[src/rtl/rf_write_arbiter.sv]
`default_nettype none
// ============================================================================
//  Module   : rf_write_arbiter
//  Function : Shares the register file write port between the pipeline WB
//             stream and buffered long-latency results; keeps a busy-register
//             scoreboard. Optional starvation stall: RF_ARB_STARVE_EN.
//  Revision : 1.0 - initial release
// ============================================================================
module rf_write_arbiter #(
    parameter int DEPTH        = 2,
    parameter int STARVE_LIMIT = 4
) (
    input  logic        clk,
    input  logic        reset,
    input  logic        wb_wr,
    input  logic [4:0]  wb_addr,
    input  logic [31:0] wb_data,
    input  logic        ll_valid,
    output logic        ll_ready,
    input  logic [4:0]  ll_addr,
    input  logic [31:0] ll_data,
    input  logic        issue_valid,
    input  logic [4:0]  issue_addr,
    output logic [31:0] busy_mask,
    output logic        stall_req,
    output logic        issue_err,
    output logic        rf_wr,
    output logic [4:0]  rf_addr,
    output logic [31:0] rf_data
);

    localparam int                 c_PTR_W = (DEPTH > 1) ? $clog2(DEPTH) : 1;
    localparam int                 c_CNT_W = $clog2(DEPTH + 1);
    localparam logic [c_CNT_W-1:0] c_DEPTH = c_CNT_W'(DEPTH);

    logic [4:0]         r_fifo_addr [DEPTH];
    logic [31:0]        r_fifo_data [DEPTH];
    logic [c_PTR_W-1:0] r_wr_ptr;
    logic [c_PTR_W-1:0] r_rd_ptr;
    logic [c_CNT_W-1:0] r_count;
    logic               r_alive;
    logic [31:0]        r_busy;
    logic               r_issue_err;

    logic               w_push;
    logic               w_pop;
    logic               w_fifo_nonempty;
    logic               w_wb_req;
    logic               w_wb_grant;
    logic               w_stall;
    logic [4:0]         w_head_addr;
    logic [31:0]        w_head_data;
    logic [31:0]        w_set_vec;
    logic [31:0]        w_clr_vec;

    // r_alive holds ll_ready and the write port low until the first edge after reset
    always_ff @(posedge clk or posedge reset) begin
        if (reset) begin
            r_alive <= 1'b0;
        end else begin
            r_alive <= 1'b1;
        end
    end

    assign w_fifo_nonempty = (r_count != '0);
    assign ll_ready        = r_alive && (r_count < c_DEPTH);
    assign w_push          = ll_valid && ll_ready;
    assign w_wb_req        = wb_wr && (wb_addr != 5'd0);
    assign w_wb_grant      = r_alive && !w_stall && w_wb_req;
    assign w_pop           = w_fifo_nonempty && (w_stall || !w_wb_req);
    assign w_head_addr     = r_fifo_addr[r_rd_ptr];
    assign w_head_data     = r_fifo_data[r_rd_ptr];

    always_ff @(posedge clk) begin
        if (w_push) begin
            r_fifo_addr[r_wr_ptr] <= ll_addr;
            r_fifo_data[r_wr_ptr] <= ll_data;
        end
    end

    // Pointers are exactly log2(DEPTH) wide, so they wrap modulo DEPTH naturally
    always_ff @(posedge clk or posedge reset) begin
        if (reset) begin
            r_wr_ptr <= '0;
            r_rd_ptr <= '0;
            r_count  <= '0;
        end else begin
            if (w_push) begin
                r_wr_ptr <= r_wr_ptr + 1'b1;
            end
            if (w_pop) begin
                r_rd_ptr <= r_rd_ptr + 1'b1;
            end
            case ({w_push, w_pop})
                2'b10:   r_count <= r_count + 1'b1;
                2'b01:   r_count <= r_count - 1'b1;
                default: r_count <= r_count;
            endcase
        end
    end

    always_comb begin
        rf_wr   = 1'b0;
        rf_addr = 5'd0;
        rf_data = 32'd0;
        if (w_wb_grant) begin
            rf_wr   = 1'b1;
            rf_addr = wb_addr;
            rf_data = wb_data;
        end else if (w_pop) begin
            // a popped r0 entry consumes the slot but never writes
            rf_wr   = (w_head_addr != 5'd0);
            rf_addr = w_head_addr;
            rf_data = w_head_data;
        end
    end

    assign w_set_vec = (issue_valid && (issue_addr != 5'd0)) ? (32'd1 << issue_addr) : 32'd0;
    assign w_clr_vec = (w_pop && (w_head_addr != 5'd0)) ? (32'd1 << w_head_addr) : 32'd0;

    // Set is applied after clear so a same-cycle issue to the written register stays busy
    always_ff @(posedge clk or posedge reset) begin
        if (reset) begin
            r_busy      <= 32'd0;
            r_issue_err <= 1'b0;
        end else begin
            r_busy      <= ((r_busy & ~w_clr_vec) | w_set_vec) & ~32'd1;
            r_issue_err <= r_issue_err | ((w_set_vec & r_busy) != 32'd0);
        end
    end

    assign busy_mask = r_busy;
    assign issue_err = r_issue_err;

`ifdef RF_ARB_STARVE_EN
    localparam logic [3:0] c_STARVE_MAX = 4'(STARVE_LIMIT);

    logic [3:0] r_starve;
    logic       r_stall;

    always_ff @(posedge clk or posedge reset) begin
        if (reset) begin
            r_starve <= 4'd0;
            r_stall  <= 1'b0;
        end else begin
            if (!w_fifo_nonempty || w_pop) begin
                r_starve <= 4'd0;
            end else if (r_starve != c_STARVE_MAX) begin
                r_starve <= r_starve + 4'd1;
            end
            r_stall <= w_fifo_nonempty && !w_pop && (r_starve == c_STARVE_MAX);
        end
    end

    assign w_stall = r_stall;
`else
    assign w_stall = 1'b0;
`endif

    assign stall_req = w_stall;

endmodule
`default_nettype wire

[config.mk]
export PLATFORM = sky130hd
export DESIGN_NAME = rf_write_arbiter
export DESIGN_NICKNAME = d
export VERILOG_FILES = /design/src/rtl/rf_write_arbiter.sv
export SDC_FILE = /design/constraint.sdc
export NUM_CORES = 1
export LEC_CHECK = 0
export CORE_MARGIN = 1.5
export CORE_UTILIZATION = 42
export DETAILED_ROUTE_END_ITERATION = 6
export PLACE_DENSITY = 0.74
export SLEW_MARGIN = 20
export SYNTH_ARGS = -nofsm -noshare
export SYNTH_HDL_FRONTEND = slang
export SYNTH_SLANG_ARGS = --single-unit
[constraint.sdc]
create_clock -name clk -period 2.8 [get_ports clk]
set_input_delay 0.28 -clock clk [delete_from_list [all_inputs] [get_ports clk]]
set_output_delay 0.28 -clock clk [all_outputs]
set_load 0.05 [all_outputs]
==> impl.org <==
** Yosys
- Of all cell types, the one taking the most synthesized area is sky130_fd_sc_hd__edfxtp_1.
- For this run, the number of Yosys warnings is 0.
- Count of flip-flops with a built-in enable after synthesis :: 74
- Ranking of synthesized cells by area :: sky130_fd_sc_hd__edfxtp_1 (45%), sky130_fd_sc_hd__dfrtp_1 (19%), sky130_fd_sc_hd__o21ai_0 (9.6%)
- The synthesized netlist contains 45 unique library cells.
- Sequential fraction of the synthesis area :: 0.631
- Top-count cell post-synth :: sky130_fd_sc_hd__o21ai_0
- Most numerous cell types in the synthesized netlist :: sky130_fd_sc_hd__o21ai_0 (96), sky130_fd_sc_hd__edfxtp_1 (74), sky130_fd_sc_hd__nand2_1 (53), sky130_fd_sc_hd__mux2i_1 (38), sky130_fd_sc_hd__dfrtp_1 (37)
- For this run, the leading register cell type out of synthesis is sky130_fd_sc_hd__edfxtp_1.
- The average instance in the mapped netlist occupies 12.1 sq um.
- Seq cells post-synth :: roughly 110
- Share of Yosys cell area claimed by the top area cell type :: 0.445
- After synthesis, the share of flip-flops with an asynchronous set or reset is 0.333.
- Synthesis handed over a netlist of around 410 instances.
- After synthesis the cells add up to 4990 sq um.

** Routing
- Count of vias placed by the detailed router :: 3970
- Count of nets left with antenna violations after detail routing :: 0
- 1st-iter DRT viols :: 270
- Vias per inst :: about 5.5
- The first detailed-routing pass ran for 7 iterations.
- After detailed routing, the number of remaining DRC violations is 11.
- In the final routed layout, each cell accounts on average for just under 20 um.
- The routed design has around 14000 um of wire.

** STA
- Worst-Margin Slew :: around 910 ps
- Setup violations remaining at the end of the flow were counted as 0.
- Setup repair after global routing could not meet its margin everywhere.
- Fin worst setup slack :: 83.5 ps
- Clock period minus worst slack :: 2720 ps
- The final-report hold violation count was 0.
- Fmax :: between 300 and 400 MHz
- Worst slew margin :: 0.393
- Fraction of the cycle the final worst path needs :: 0.970
- The total count of max-transition violations in the final report was 0.
- For the final database, setup skew stands at 10.6 ps.

** Final layout
- Filler cell count in the final layout :: 864
- Fraction of the core area covered by cells at the end of the flow :: 0.650
- The sequential cells in the finished layout cover a total of 3150 sq um.
- Layout Area Growth over Synthesis :: 50.1%
- The number of antenna diodes in the final layout is 0.
- Layout cells sized above 1 :: 0.150
- # nets final :: about 660
- With fillers left out, the area of the finished cells amounts to around 7500 sq um.
- Area taken by multi-input logic gates :: 1700 sq um

** Clocking
- CTS clock-pin slew for the worst setup and hold paths :: 70 ps
- CTS tree :: yes
- The clock drives about 110 sinks.
- Counting the buffers created by CTS gives 9.
- Maximum count of clock buffers along a single path :: 2
- Number of buffers inserted by post-CTS setup repair :: 0
- The tree is rooted in a sky130_fd_sc_hd__clkbuf_16.
- Clock network latency to the later pin of the worst-skew pair :: 350 ps
- The H-tree was split into 3 levels.

** Worst setup path
- Cell type with the highest occurrence count on the critical path :: sky130_fd_sc_hd__buf_12
- CP startpoint kind :: input pin
- Critical path's slowest cell :: sky130_fd_sc_hd__or4_4
- Largest stage delay on the critical path :: ~570 ps
- The worst setup path is of the in2out kind.
- The worst setup path is captured at an output port.
- STA puts the critical path data arrival time at 2440 ps.
- Data on the critical path is required at its endpoint by 2520 ps.
- The critical path goes through clkdlybuf4s50_1 -> or4_4 -> o21ai_4 -> nor2_2 -> buf_12 -> nand2_1 -> o21ai_0 -> buf_12.
- In this run the worst path has a maximum fanout of 19.

** Global route
- The first global-routing pass estimated 22400 um of wire.
- Initial antenna violation count :: 0
- Global router's overall resource usage :: 0.234
- The via count of the first global-routing pass is 4105.
- Pin count of the biggest net entering global routing :: 38
- Summed over all layers, the global routing overflow is 0.

** Power
- Largest voltage drop on the vdd net :: 0.541 mV
- For this design the static power due to leakage is around 0.0028 uW.
- Dividing total power by cell area gives a power density of between 1000 and 1500 nW/um^2.

** Floorplanning
- Std-Cell Core Area :: 11500 sq um
- Number of cell rows :: 39
- Total die area :: 12500 sq um
- Die Width :: 112 um
- Top-Level Pins :: 157
- Height of the chip :: 112 um
- The initial utilization of the core area, before any placement, comes to 0.433.

** Job
- Across the run, the number of max-cap violations was 0.

** Placement
- Once placement finished, the instance area stood at 7120 sq um.
- The count of buffers added on input and output ports is around 150.
- OpenSTA, run right after detailed placement, puts the worst setup slack at -11.7 ps.
- Routability congestion estimate from global placement :: 0.884
- Summed over all nets, the half-perimeter wirelength after detailed placement is between 10000 and 15000 um.

** Worst hold path
- The min-delay analysis places its worst path in the category in2async.

** Run status
- The run finished, with violations left.
- Violations in the final reports :: DRC
-- final timing paths --
path	startpoint	to	slack, ps	cells after the start
worst max-delay path	wb_addr[3]	rf_data[11]	80	8
worst min-delay path	reset	busy_mask[19]$_DFF_PP0_	360	2
worst max register to register	r_rd_ptr$_DFFE_PP0P_	busy_mask[21]$_DFF_PP0_	730	5
worst min register to register	r_count[0]$_DFFE_PP0P_	r_count[0]$_DFFE_PP0P_	520	1
max in group asynchronous	reset	r_rd_ptr$_DFFE_PP0P_	1670	3
min in group clk	ll_data[12]	r_fifo_data[1][12]$_DFFE_PP_	500	1
-- where the power goes --
group	switching [uW]	internal, uW
clock network	586	968
registers	365	2140
logic	2360	1560
total	3310	4660
-- flip-flops by register name (all words and copies together), names as in the netlist --
signal       cells
r_fifo_addr     10
r_rd_ptr         1
r_fifo_data     64
issue_err        1
r_count          2
r_wr_ptr         1
busy_mask       31
r_alive          1
-- placed cells by master, fill, tap and decap left out, types with 2 or more instances in the layout --
| master | Yosys | final |
|---|---|---|
| sky130_fd_sc_hd__a21oi_1 | 6 | 6 |
| sky130_fd_sc_hd__a32o_1 | 2 | 2 |
| sky130_fd_sc_hd__buf_12 | 0 | 40 |
| sky130_fd_sc_hd__buf_4 | 4 | 12 |
| sky130_fd_sc_hd__bufinv_16 | 0 | 4 |
| sky130_fd_sc_hd__clkbuf_16 | 0 | 9 |
| sky130_fd_sc_hd__clkdlybuf4s50_1 | 0 | 116 |
| sky130_fd_sc_hd__conb_1 | 2 | 3 |
| sky130_fd_sc_hd__dfrtp_1 | 37 | 36 |
| sky130_fd_sc_hd__edfxtp_1 | 74 | 74 |
| sky130_fd_sc_hd__inv_1 | 10 | 10 |
| sky130_fd_sc_hd__inv_6 | 0 | 2 |
| sky130_fd_sc_hd__mux2_2 | 6 | 6 |
| sky130_fd_sc_hd__mux2i_1 | 38 | 38 |
| sky130_fd_sc_hd__mux4_2 | 2 | 2 |
| sky130_fd_sc_hd__nand2_1 | 53 | 53 |
| sky130_fd_sc_hd__nand2b_1 | 3 | 3 |
| sky130_fd_sc_hd__nand3_1 | 10 | 10 |
| sky130_fd_sc_hd__nand3b_1 | 3 | 3 |
| sky130_fd_sc_hd__nor2_1 | 9 | 7 |
| sky130_fd_sc_hd__nor2b_1 | 3 | 3 |
| sky130_fd_sc_hd__o21ai_0 | 96 | 83 |
| sky130_fd_sc_hd__o21ai_1 | 4 | 17 |
| sky130_fd_sc_hd__o32ai_1 | 4 | 4 |
| sky130_fd_sc_hd__or3b_2 | 2 | 2 |
| sky130_fd_sc_hd__xnor2_1 | 4 | 4 |
-- per-stage QoR --
stage	TNS, ps	total power [uW]	std cells	hold slack (ps)
detailed placement	-11.7	6440	702	512
floorplan	0	4700	412	379
global route	-12.5	8300	718	422
finish	0	7980	718	360
CTS	0	8000	718	381
global placement	0	6380	702	471
-- what timing repair did --
item,in CTS,in global routing
hold buffers,0,0
gates cloned,0,0
setup endpoints to repair,1,13
gates resized for setup,1,12
-- cell families (layout without fill, tap and decap cells) --
| kind of cell | after synthesis | after routing | share of synthesized area |
|---|---|---|---|
| xor gates and xnor gates | 5 | 5 | 0.00878 |
| muxes | 46 | 46 | 0.0988 |
| AOI/OAI and AO/OA | 122 | 122 | 0.137 |
| buffers and inverters | 31 | 194 | 0.0308 |
| other | 2 | 3 | 0.00151 |
| DFF | 111 | 111 | 0.631 |
| adders and majority gates | 1 | 1 | 0.00251 |
| and+or+nand+nor | 93 | 93 | 0.0900 |
-- area by class of cell --
cell class | instances | share of cell area
flip-flops and latches | 111 | 0.421
repair buffers | 168 | 0.274
multi-input cells | 270 | 0.227
clock buffers | 9 | 0.0301
well taps | 143 | 0.0239
clock inverters | 7 | 0.0189
inverters | 10 | 0.00501
-- metal layers --
layer / GRT usage / vias to the layer above / share of wire
met5: 0 / - / 0
met4: 0.0709 / 0 / 0.013
met3: 0.0550 / 17 / 0.076
met2: 0.386 / 177 / 0.48
met1: 0.309 / 1940 / 0.43
li1: - / 1836 / -
-- critical path: cells and delay by family --
kind	cells	cell delay (ps)
AO/OA/AOI/OAI	2	400
buffers and inverters	3	860
AND/OR/NAND/NOR	3	890
(Power assumes the default switching activity.)
